**src/rtl/byte_mem_ctrl.sv**
```systemverilog
// Byte-addressable little-endian memory controller with fixed response latency.
// Memory is four byte-lane RAMs indexed by word address; aligned accesses never span words.
module byte_mem_ctrl #(
  parameter int DATA_W      = 32,
  parameter int DEPTH_BYTES = 256,
  parameter int LATENCY     = 2
) (
  input  logic              clk_i,
  input  logic              rst_i,
  input  logic              req_i,
  input  logic              we_i,
  input  logic [31:0]       addr_i,
  input  logic [1:0]        size_i,
  input  logic              sext_i,
  input  logic [DATA_W-1:0] wdata_i,
  output logic              ready_o,
  output logic              rvalid_o,
  output logic [DATA_W-1:0] rdata_o,
  output logic              err_o
);

  localparam int         AW       = $clog2(DEPTH_BYTES);
  localparam int         WORDS    = DEPTH_BYTES / 4;
  localparam logic [3:0] CNT_INIT = 4'(LATENCY - 1);

  typedef enum logic [1:0] {IDLE, WAIT, RESP} state_t;

  state_t            state_reg;
  logic [3:0]        cnt_reg;
  logic              ready_reg;
  logic              rvalid_reg;
  logic              err_out_reg;
  logic [DATA_W-1:0] rdata_reg;

  logic              we_reg;
  logic              sext_reg;
  logic              err_reg;
  logic [1:0]        size_reg;
  logic [AW-1:0]     addr_reg;
  logic [31:0]       wdata_reg;

  logic              accept;
  logic              enter_resp;
  logic              req_err;
  logic [32:0]       span;
  logic [32:0]       last_byte;

  logic              op_we;
  logic              op_err;
  logic [1:0]        op_size;
  logic [AW-1:0]     op_addr;
  logic [31:0]       op_wdata;
  logic [3:0]        lane_mask;
  logic [31:0]       wd_rep;
  logic [AW-3:0]     word_idx;
  logic [31:0]       rd_word;

  logic [7:0]        ld_byte;
  logic [15:0]       ld_half;
  logic [DATA_W-1:0] ld_val;

  // Fault decode on the live request; 33-bit sum so a top-of-space address cannot wrap.
  always_comb begin
    span = 33'd0;
    case (size_i)
      2'b01:   span = 33'd1;
      2'b10:   span = 33'd3;
      default: span = 33'd0;
    endcase
    last_byte = {1'b0, addr_i} + span;
    req_err   = (size_i == 2'b11)
             || (size_i == 2'b01 && addr_i[0])
             || (size_i == 2'b10 && addr_i[1:0] != 2'b00)
             || (last_byte >= 33'(DEPTH_BYTES));
  end

  assign accept     = req_i && ready_reg && !rst_i;
  assign enter_resp = !rst_i && ((state_reg == WAIT && cnt_reg == 4'd1) || (LATENCY == 1 && accept));

  // With single-cycle latency the memory operation happens on the accepting edge itself.
  if (LATENCY == 1) begin : g_op_live
    assign op_we    = we_i;
    assign op_err   = req_err;
    assign op_size  = size_i;
    assign op_addr  = addr_i[AW-1:0];
    assign op_wdata = wdata_i[31:0];
  end else begin : g_op_held
    assign op_we    = we_reg;
    assign op_err   = err_reg;
    assign op_size  = size_reg;
    assign op_addr  = addr_reg;
    assign op_wdata = wdata_reg;
  end

  always_comb begin
    lane_mask = 4'b0000;
    wd_rep    = op_wdata;
    case (op_size)
      2'b00: begin
        lane_mask = 4'b0001 << op_addr[1:0];
        wd_rep    = {4{op_wdata[7:0]}};
      end
      2'b01: begin
        lane_mask = op_addr[1] ? 4'b1100 : 4'b0011;
        wd_rep    = {2{op_wdata[15:0]}};
      end
      2'b10:   lane_mask = 4'b1111;
      default: lane_mask = 4'b0000;
    endcase
  end

  assign word_idx = op_addr[AW-1:2];

  genvar gi;
  for (gi = 0; gi < 4; gi++) begin : g_lane
    logic [7:0] mem [WORDS];
    logic [7:0] rd_q;
    always_ff @(posedge clk_i) begin
      if (enter_resp) begin
        if (op_we && !op_err && lane_mask[gi]) begin
          mem[word_idx] <= wd_rep[8*gi +: 8];
        end
        rd_q <= mem[word_idx];
      end
    end
    assign rd_word[8*gi +: 8] = rd_q;
  end

  always_comb begin
    ld_byte = rd_word[{addr_reg[1:0], 3'b000} +: 8];
    ld_half = addr_reg[1] ? rd_word[31:16] : rd_word[15:0];
    ld_val  = '0;
    case (size_reg)
      2'b00:   ld_val = sext_reg ? DATA_W'($signed(ld_byte)) : DATA_W'(ld_byte);
      2'b01:   ld_val = sext_reg ? DATA_W'($signed(ld_half)) : DATA_W'(ld_half);
      2'b10:   ld_val = sext_reg ? DATA_W'($signed(rd_word)) : DATA_W'(rd_word);
      default: ld_val = '0;
    endcase
  end

  always_ff @(posedge clk_i) begin
    if (accept) begin
      we_reg    <= we_i;
      sext_reg  <= sext_i;
      err_reg   <= req_err;
      size_reg  <= size_i;
      addr_reg  <= addr_i[AW-1:0];
      wdata_reg <= wdata_i[31:0];
    end
  end

  // The response pulse is registered out of RESP, so a new accept in RESP overlaps it.
  always_ff @(posedge clk_i) begin
    if (rst_i) begin
      state_reg   <= IDLE;
      cnt_reg     <= '0;
      ready_reg   <= 1'b1;
      rvalid_reg  <= 1'b0;
      err_out_reg <= 1'b0;
      rdata_reg   <= '0;
    end else begin
      rvalid_reg  <= (state_reg == RESP);
      err_out_reg <= (state_reg == RESP) && err_reg;
      rdata_reg   <= (state_reg == RESP && !we_reg && !err_reg) ? ld_val : '0;
      case (state_reg)
        WAIT: begin
          if (cnt_reg == 4'd1) begin
            state_reg <= RESP;
            cnt_reg   <= '0;
            ready_reg <= 1'b1;
          end else begin
            cnt_reg <= cnt_reg - 4'd1;
          end
        end
        default: begin
          if (accept) begin
            if (LATENCY == 1) begin
              state_reg <= RESP;
              ready_reg <= 1'b1;
            end else begin
              state_reg <= WAIT;
              cnt_reg   <= CNT_INIT;
              ready_reg <= 1'b0;
            end
          end else begin
            state_reg <= IDLE;
            ready_reg <= 1'b1;
          end
        end
      endcase
    end
  end

  assign ready_o  = ready_reg;
  assign rvalid_o = rvalid_reg;
  assign rdata_o  = rdata_reg;
  assign err_o    = err_out_reg;

endmodule

```
**config.mk**
```make
export PLATFORM = sky130hd
export DESIGN_NAME = byte_mem_ctrl
export DESIGN_NICKNAME = d
export VERILOG_FILES = /design/src/rtl/byte_mem_ctrl.sv
export SDC_FILE = /design/constraint.sdc
export NUM_CORES = 2
export LEC_CHECK = 0
export BUFFER_PORTS_ARGS = -buffer_cell sky130_fd_sc_hd__buf_2
export CAP_MARGIN = 5
export CORE_MARGIN = 2
export CORE_UTILIZATION = 55
export DETAILED_ROUTE_END_ITERATION = 8
export HOLD_SLACK_MARGIN = 0.1
export PLACE_DENSITY = 0.72
export SLEW_MARGIN = 20
export SYNTH_ARGS = -nofsm -noshare
export SYNTH_HDL_FRONTEND = slang
export SYNTH_SLANG_ARGS = --single-unit
```
**constraint.sdc**
```tcl
create_clock -name clk_i -period 6.3 [get_ports clk_i]
set_clock_uncertainty 0.15 [all_clocks]
set_input_delay 0.315 -clock clk_i [delete_from_list [all_inputs] [get_ports clk_i]]
set_output_delay 0.315 -clock clk_i [all_outputs]
set_load 0.05 [all_outputs]
```
==> After elaboration in Yosys (flattened, before gate mapping) <==
Memory sizes are Yosys's and may differ from the RTL's. A register that Yosys moved wholly into a read port is not among the register bits.
Index checks and enable logic that the tools add are counted.
W data, S select, Z words.
{ "word_totals": {"regBits": 86, "memories": 4, "mem_bits_rw": 2048, "inputBits": 71, "wordCells": 84} }
{ "mem_list": {"columns": ["memory", "words", "width", "rd", "rd_clocked_by_memory_dff", "write_ports", "line", "text"], "rows": [
  ["g_lane[0].mem", 64, 8, 1, 1, 1, "116", "logic [7:0] mem [WORDS];"],
  ["g_lane[1].mem", 64, 8, 1, 1, 1, "116", null],
  ["g_lane[2].mem", 64, 8, 1, 1, 1, "116", null],
  ["g_lane[3].mem", 64, 8, 1, 1, 1, "116", null]
]} }
{ "classes": {"add_sub_neg": 2, "eq_ne": 9, "n_mux": 29, "n_shift": 2, "order_cmp": 1, "n_reduce_logical": 24, "bitwise": 1} }
{ "op_table": {"columns": ["op", "count"], "rows": [
  ["$pmux W32 S3", 1],
  ["$mux W32", 2],
  ["$pmux W32 S2", 1],
  ["$add A32 B33 Y33", 1],
  ["$ge A33 B9 Y1 const B", 1],
  ["$shiftx A32 B6 Y8", 1],
  ["$mux W1", 16],
  ["$mux W16", 1],
  ["$mux W4", 4],
  ["$logic_and A1 B1 Y1", 14],
  ["$pmux W4 S3", 1],
  ["$eq A2 B2 Y1 const B", 4],
  ["$eq A2 B1 Y1 const B", 3],
  ["$eq A4 B1 Y1 const B", 1],
  ["$mux W2", 2],
  ["$pmux W2 S2", 1],
  ["$reduce_bool A2 Y1", 2],
  ["$shl A1 B2 Y4 const A", 1],
  ["$sub A4 B1 Y4 const B", 1],
  ["$logic_not A1 Y1", 3],
  ["$logic_or A1 B1 Y1", 3],
  ["$logic_not A2 Y1", 1],
  ["$ne A2 B1 Y1 const B", 1],
  ["$reduce_or A2 Y1", 1],
  ["$not A1 Y1", 1]
]} }

==> Longest topological paths before layout <==
{ "logic_depth": {"ltp_word": 6, "mapped_depth": 11, "mapped_depth_nobuf": 11} }

==> Worst setup path before layout <==
Ideal clock, no wire load.
{ "synth_timing": {"kind": "flip-flop to flip-flop", "from": "register ready_reg, in the netlist ready_o", "to": "register cnt_reg[3]", "required_time_ps": 6024, "setup_time_ps": 126, "path_slack_ps": 1004, "arrival_time_ps": 5020, "path_stages_with_launch": 6, "synth_period_minus_slack_ps": 5296, "path_cell_list": "dfxtp_1 -> inv_1 -> nor3b_1 -> o22ai_1 -> a32oi_1 -> nor2_1"} }
{ "synth_via": {"elab_chain_cells": 3} }
{ "synth_rtl": {"columns": ["item", "line", "text"], "rows": [
  ["from (decl)", "30", "logic ready_reg;"],
  ["from (signal assigned)", "157", "ready_reg <= 1'b1;"],
  ["from (signal assigned)", "170", "ready_reg <= 1'b1;"],
  ["from (signal assigned)", "179", "ready_reg <= 1'b1;"],
  ["$logic_and A1 B1 Y1 (2 in a row)", "77", "assign accept = req_i && ready_reg && !rst_i;"],
  ["named net accept", "42", "logic accept;"],
  ["$reduce_bool A2 Y1 (no line)", null, null],
  ["to (signal assigned)", "172", "cnt_reg <= cnt_reg - 4'd1;"],
  ["to (decl)", "29", "logic [3:0] cnt_reg;"]
]} }
The timed path passes the listed nets, and every way through them passes these cells.
A chain may end at the register's enable or synchronous reset.

==> Worst setup path after layout <==
{ "layout_timing": {"from": "input size_i[0]", "to": "register err_reg, data pin"} }
{ "layout_via": {"elab_chain_cells": 5, "elab_cells_between_ends": 11} }
{ "layout_rtl": {"columns": ["item", "line", "text"], "rows": [
  ["from (decl)", "13", "input logic [1:0] size_i,"],
  ["$eq A2 B2 Y1 / $eq A2 B1 Y1 (equally long branches)", "65, 73, 72", null],
  ["$pmux W2 S2 / $logic_and A1 B1 Y1 (equally long branches)", "65, 72", null],
  ["$add A32 B33 Y33 / $logic_or A1 B1 Y1 (equally long branches)", "70, 72", null],
  ["$ge A33 B9 Y1 / $logic_or A1 B1 Y1 (equally long branches)", "74, 73", null],
  ["$logic_or A1 B1 Y1 (*)", "74", "|| (last_byte >= 33'(DEPTH_BYTES));"],
  ["named net req_err", "44", "logic req_err;"],
  ["to (signal assigned)", "145", "err_reg <= req_err;"],
  ["to (decl)", "37", "logic err_reg;"]
]} }
The timed path passes the listed nets; every way through them passes the cells marked *.

==> out/results.ini <==
[floorplanning]
core_mm2=0.143
initial_utilization=0.554
dieHeight_um=384
die_area_mm2=0.148
die_x_um=384
rows=139
ioPinCount=106

[finish]
largest_register_ffs=2048
multiInputGateArea_mm2=0.0139
largest-register=g_lane.mem
seqCellArea_mm2=0.0646
n_fill_cell=9763
drive_above_1_share=0.109
fin_nets=4785
syn2layout_area_growth_pct=12.6

[clock_network]
clk_pin_slew_ns=0.07
htreeDepth=4
post-cts-setup-buffers=0
cts_resized=0
worstSkewPairLatency_ns=0.83
clk_path_buf_depth=3
cts.sinks=2166
cts_made_buffers=199
cts-root-buf=clkbuf_16
cts_tree=yes

[timing]
slew-limit-headroom=0.165
maxSlewViolCount=0
layout_min_cycle_time_ns=4.54
fmax_mhz=220
rsz0062_at_grt=false
tightest_slew_ns=1.25
hold_viol=0
finalSetupViolations=0
fin_tns_setup_ns=0
period_share=0.721

[power_and_ir_drop]
p_int_mw=23.1
peakVddDrop_mv=0.297
p_leak_nw=27.0
power_density_mw_per_mm2=331
power_mw=29.6
p_clk_frac=0.398
netSwitchingPower_mw=6.53
swShare=0.221
seqPwrFrac=0.544
pwr-share-comb=0.059

[synthesis]
ys_ff_latch=2166
yosysUniqueCellTypes=60
synth_seq_area_share=0.813
avgSynthCellArea_um2=17.6
synth_top_area_cell=edfxtp_1
synth_edf_count=2125
synthArstFlopShare=0
syn_nets=4607
yosys-top-cells-area=edfxtp_1 80%, a22oi_1 8.0%, nor2_1 1.4%
synthFlopType=edfxtp_1
yosysTopAreaCellShare=0.803
synth_cells=4528
netlist_area_mm2=0.0795
yosysWarningCount=0

[global_route]
grt_pass1_wl_um=323000
antenna_found_initial=11
grt-ovfl-total=0
grtUsageTotal=0.308
grt_pass1_vias=44800
grt_max_degree=158

[worst_setup_path]
path_class=input pin to flip-flop
worstReg2RegStart=op_size[1]
worstPathRequired_ns=6.73
crit_arrival_ns=4.97
worstSetupEndpointType=flip-flop
ff2ff_setup_slack_ns=1.99
reg2reg_to=g_lane[1].mem[1][3]
start_kind=input pin
worstPathMaxFanout=8
r2r_cells=6

[placed_design]
port_buffers=105
hpwl_um=134000
gp_congestion=0.957

[outcome]
status=complete, no violations

[route]
vias=46800
first_iter_violations=7605
avgRoutedWirePerCell_um=34.0
drt.antenna.violating_nets=0
via_per_inst=6.92
dr.pass1.iters=8
drc=0
drt-total-wl_um=230000

[hold_path]
holdPathStages=2
worstHoldStart=size_i[1]
min_to=op_size[1]
hp-class=input pin to flip-flop

[job]
drv_cap=0

-- final cells by class --
type / count / area share
sequential: 2166 / 0.722
multi-input combinational: 2045 / 0.155
clock buffer: 247 / 0.0587
tap: 1903 / 0.0266
timing repair buffer: 286 / 0.0250
clock inverter: 113 / 0.0116
inverter: 8 / 0.000336
antenna: 5 / 0.000140
-- cell usage after synthesis (all sizes together), types with 3 or more instances --
master  number
nand2      102
and4         3
mux2i       10
a22o        98
nand3b       3
a22oi      852
a222oi       7
nor3        11
nand4      137
nand2b       6
nor4         9
buf         39
and3b        5
mux2        25
and2        10
a41oi       60
o21ai       15
nand3       46
and3         6
nor2       287
a21oi      141
dfxtp       41
nor3b        9
a221oi      98
clkbuf     270
ha           7
nor2b        4
a31oi       64
inv          8
edfxtp    2125
-- cells by family (layout without fill, tap and decap cells) --
kind of cell	after synthesis	count (layout)	synth area share
buffers and inverters	317	654	0.0150
XOR/XNOR	1	1	0.000110
adder cells (fa/ha/maj)	8	8	0.00135
flip-flops	2166	2166	0.813
AO/OA/AOI/OAI	1357	1357	0.127
other	0	5	0
AND/OR/NAND/NOR	643	643	0.0384
multiplexers	36	36	0.00509
-- power by group through the flow --
stage	clock network, mW	registers (mW)	logic, mW
2_1_floorplan	0	16.4	0.798
6_report	11.8	16.1	1.73
5_1_grt	12.3	16.1	1.78
3_5_place_dp	0	16.4	1.63
3_3_place_gp	0	16.4	1.60
4_1_cts	11.8	16.1	1.67
-- cell usage in the layout, fill, tap and decap left out, types with 7 or more instances in the layout --
master and count:
a21oi_1 141, a221oi_1 98, a222oi_1 7, a22o_1 98, a22oi_1 852, a31oi_1 64, a41oi_1 60, and2_1 10
buf_12 9, buf_2 105, buf_4 82, bufinv_16 17, clkbuf_1 42, clkbuf_16 202, clkinv_1 45, clkinv_2 31
dfxtp_1 41, dlygate4sd3_1 89, edfxtp_1 2125, ha_1 7, inv_1 8, inv_6 8, mux2_2 17, mux2_4 8
mux2i_1 10, nand2_1 100, nand3_1 45, nand4_1 136, nor2_1 286, nor3_1 8, nor4_1 8, o21ai_4 10
-- through the flow --
step / instances / area [um^2] / setup WS (ns) / util / hold WS [ns]
2_1_floorplan: 4528 / 79500 / 1.00 / - / 0.264
3_3_place_gp: 6318 / 82200 / 2.26 / 0.573 / 0.342
3_5_place_dp: 6318 / 82200 / 2.15 / 0.573 / 0.343
4_1_cts: 6767 / 89400 / 1.86 / 0.623 / 0.110
5_1_grt: 6770 / 89500 / 1.53 / 0.623 / 0.160
6_report: 6773 / 89500 / 1.76 / 0.624 / 0.152
-- layer usage --
metal	vias to the layer above	GRT usage	routed length, um	part of all wire
met5	-	0	96	0.00042
met4	14	0.171	13800	0.060
met3	583	0.0948	32200	0.14
met2	3700	0.458	104000	0.45
met1	23300	0.407	79600	0.35
li1	19200	-	-	-
-- worst max-delay path, stage by stage --
cell and delay [ns]:
dlygate4sd3_1 0.53, buf_2 0.14, inv_1 0.06, ha_1 0.27, ha_1 0.31, a21oi_1 0.09, nor3_1 0.73, o211ai_1 0.22
o31ai_1 0.11, dlygate4sd3_1 0.58, o31ai_1 0.06, dlygate4sd3_1 0.57, or4_1 0.41, dlygate4sd3_1 0.57
-- how the worst max path moves through the flow --
stage                     from              endpoint  slack [ns]  depth (start not counted)
floorplan              ready_o            cnt_reg[3]        1.00                          5
global placement    op_size[1]  g_lane[1].mem[42][1]        2.26                          6
detailed placement  op_size[1]  g_lane[1].mem[19][6]        2.15                          6
CTS                  size_i[0]               err_reg        1.86                         15
global route         size_i[0]               err_reg        1.53                         14
finish               size_i[0]               err_reg        1.76                         14
-- what timing repair did --
item                                    CTS  global route
endpoints found under the setup margin    0             0
hold buffers                             89             0
endpoints found under the hold margin   122             0
(Power assumes the default switching activity.)
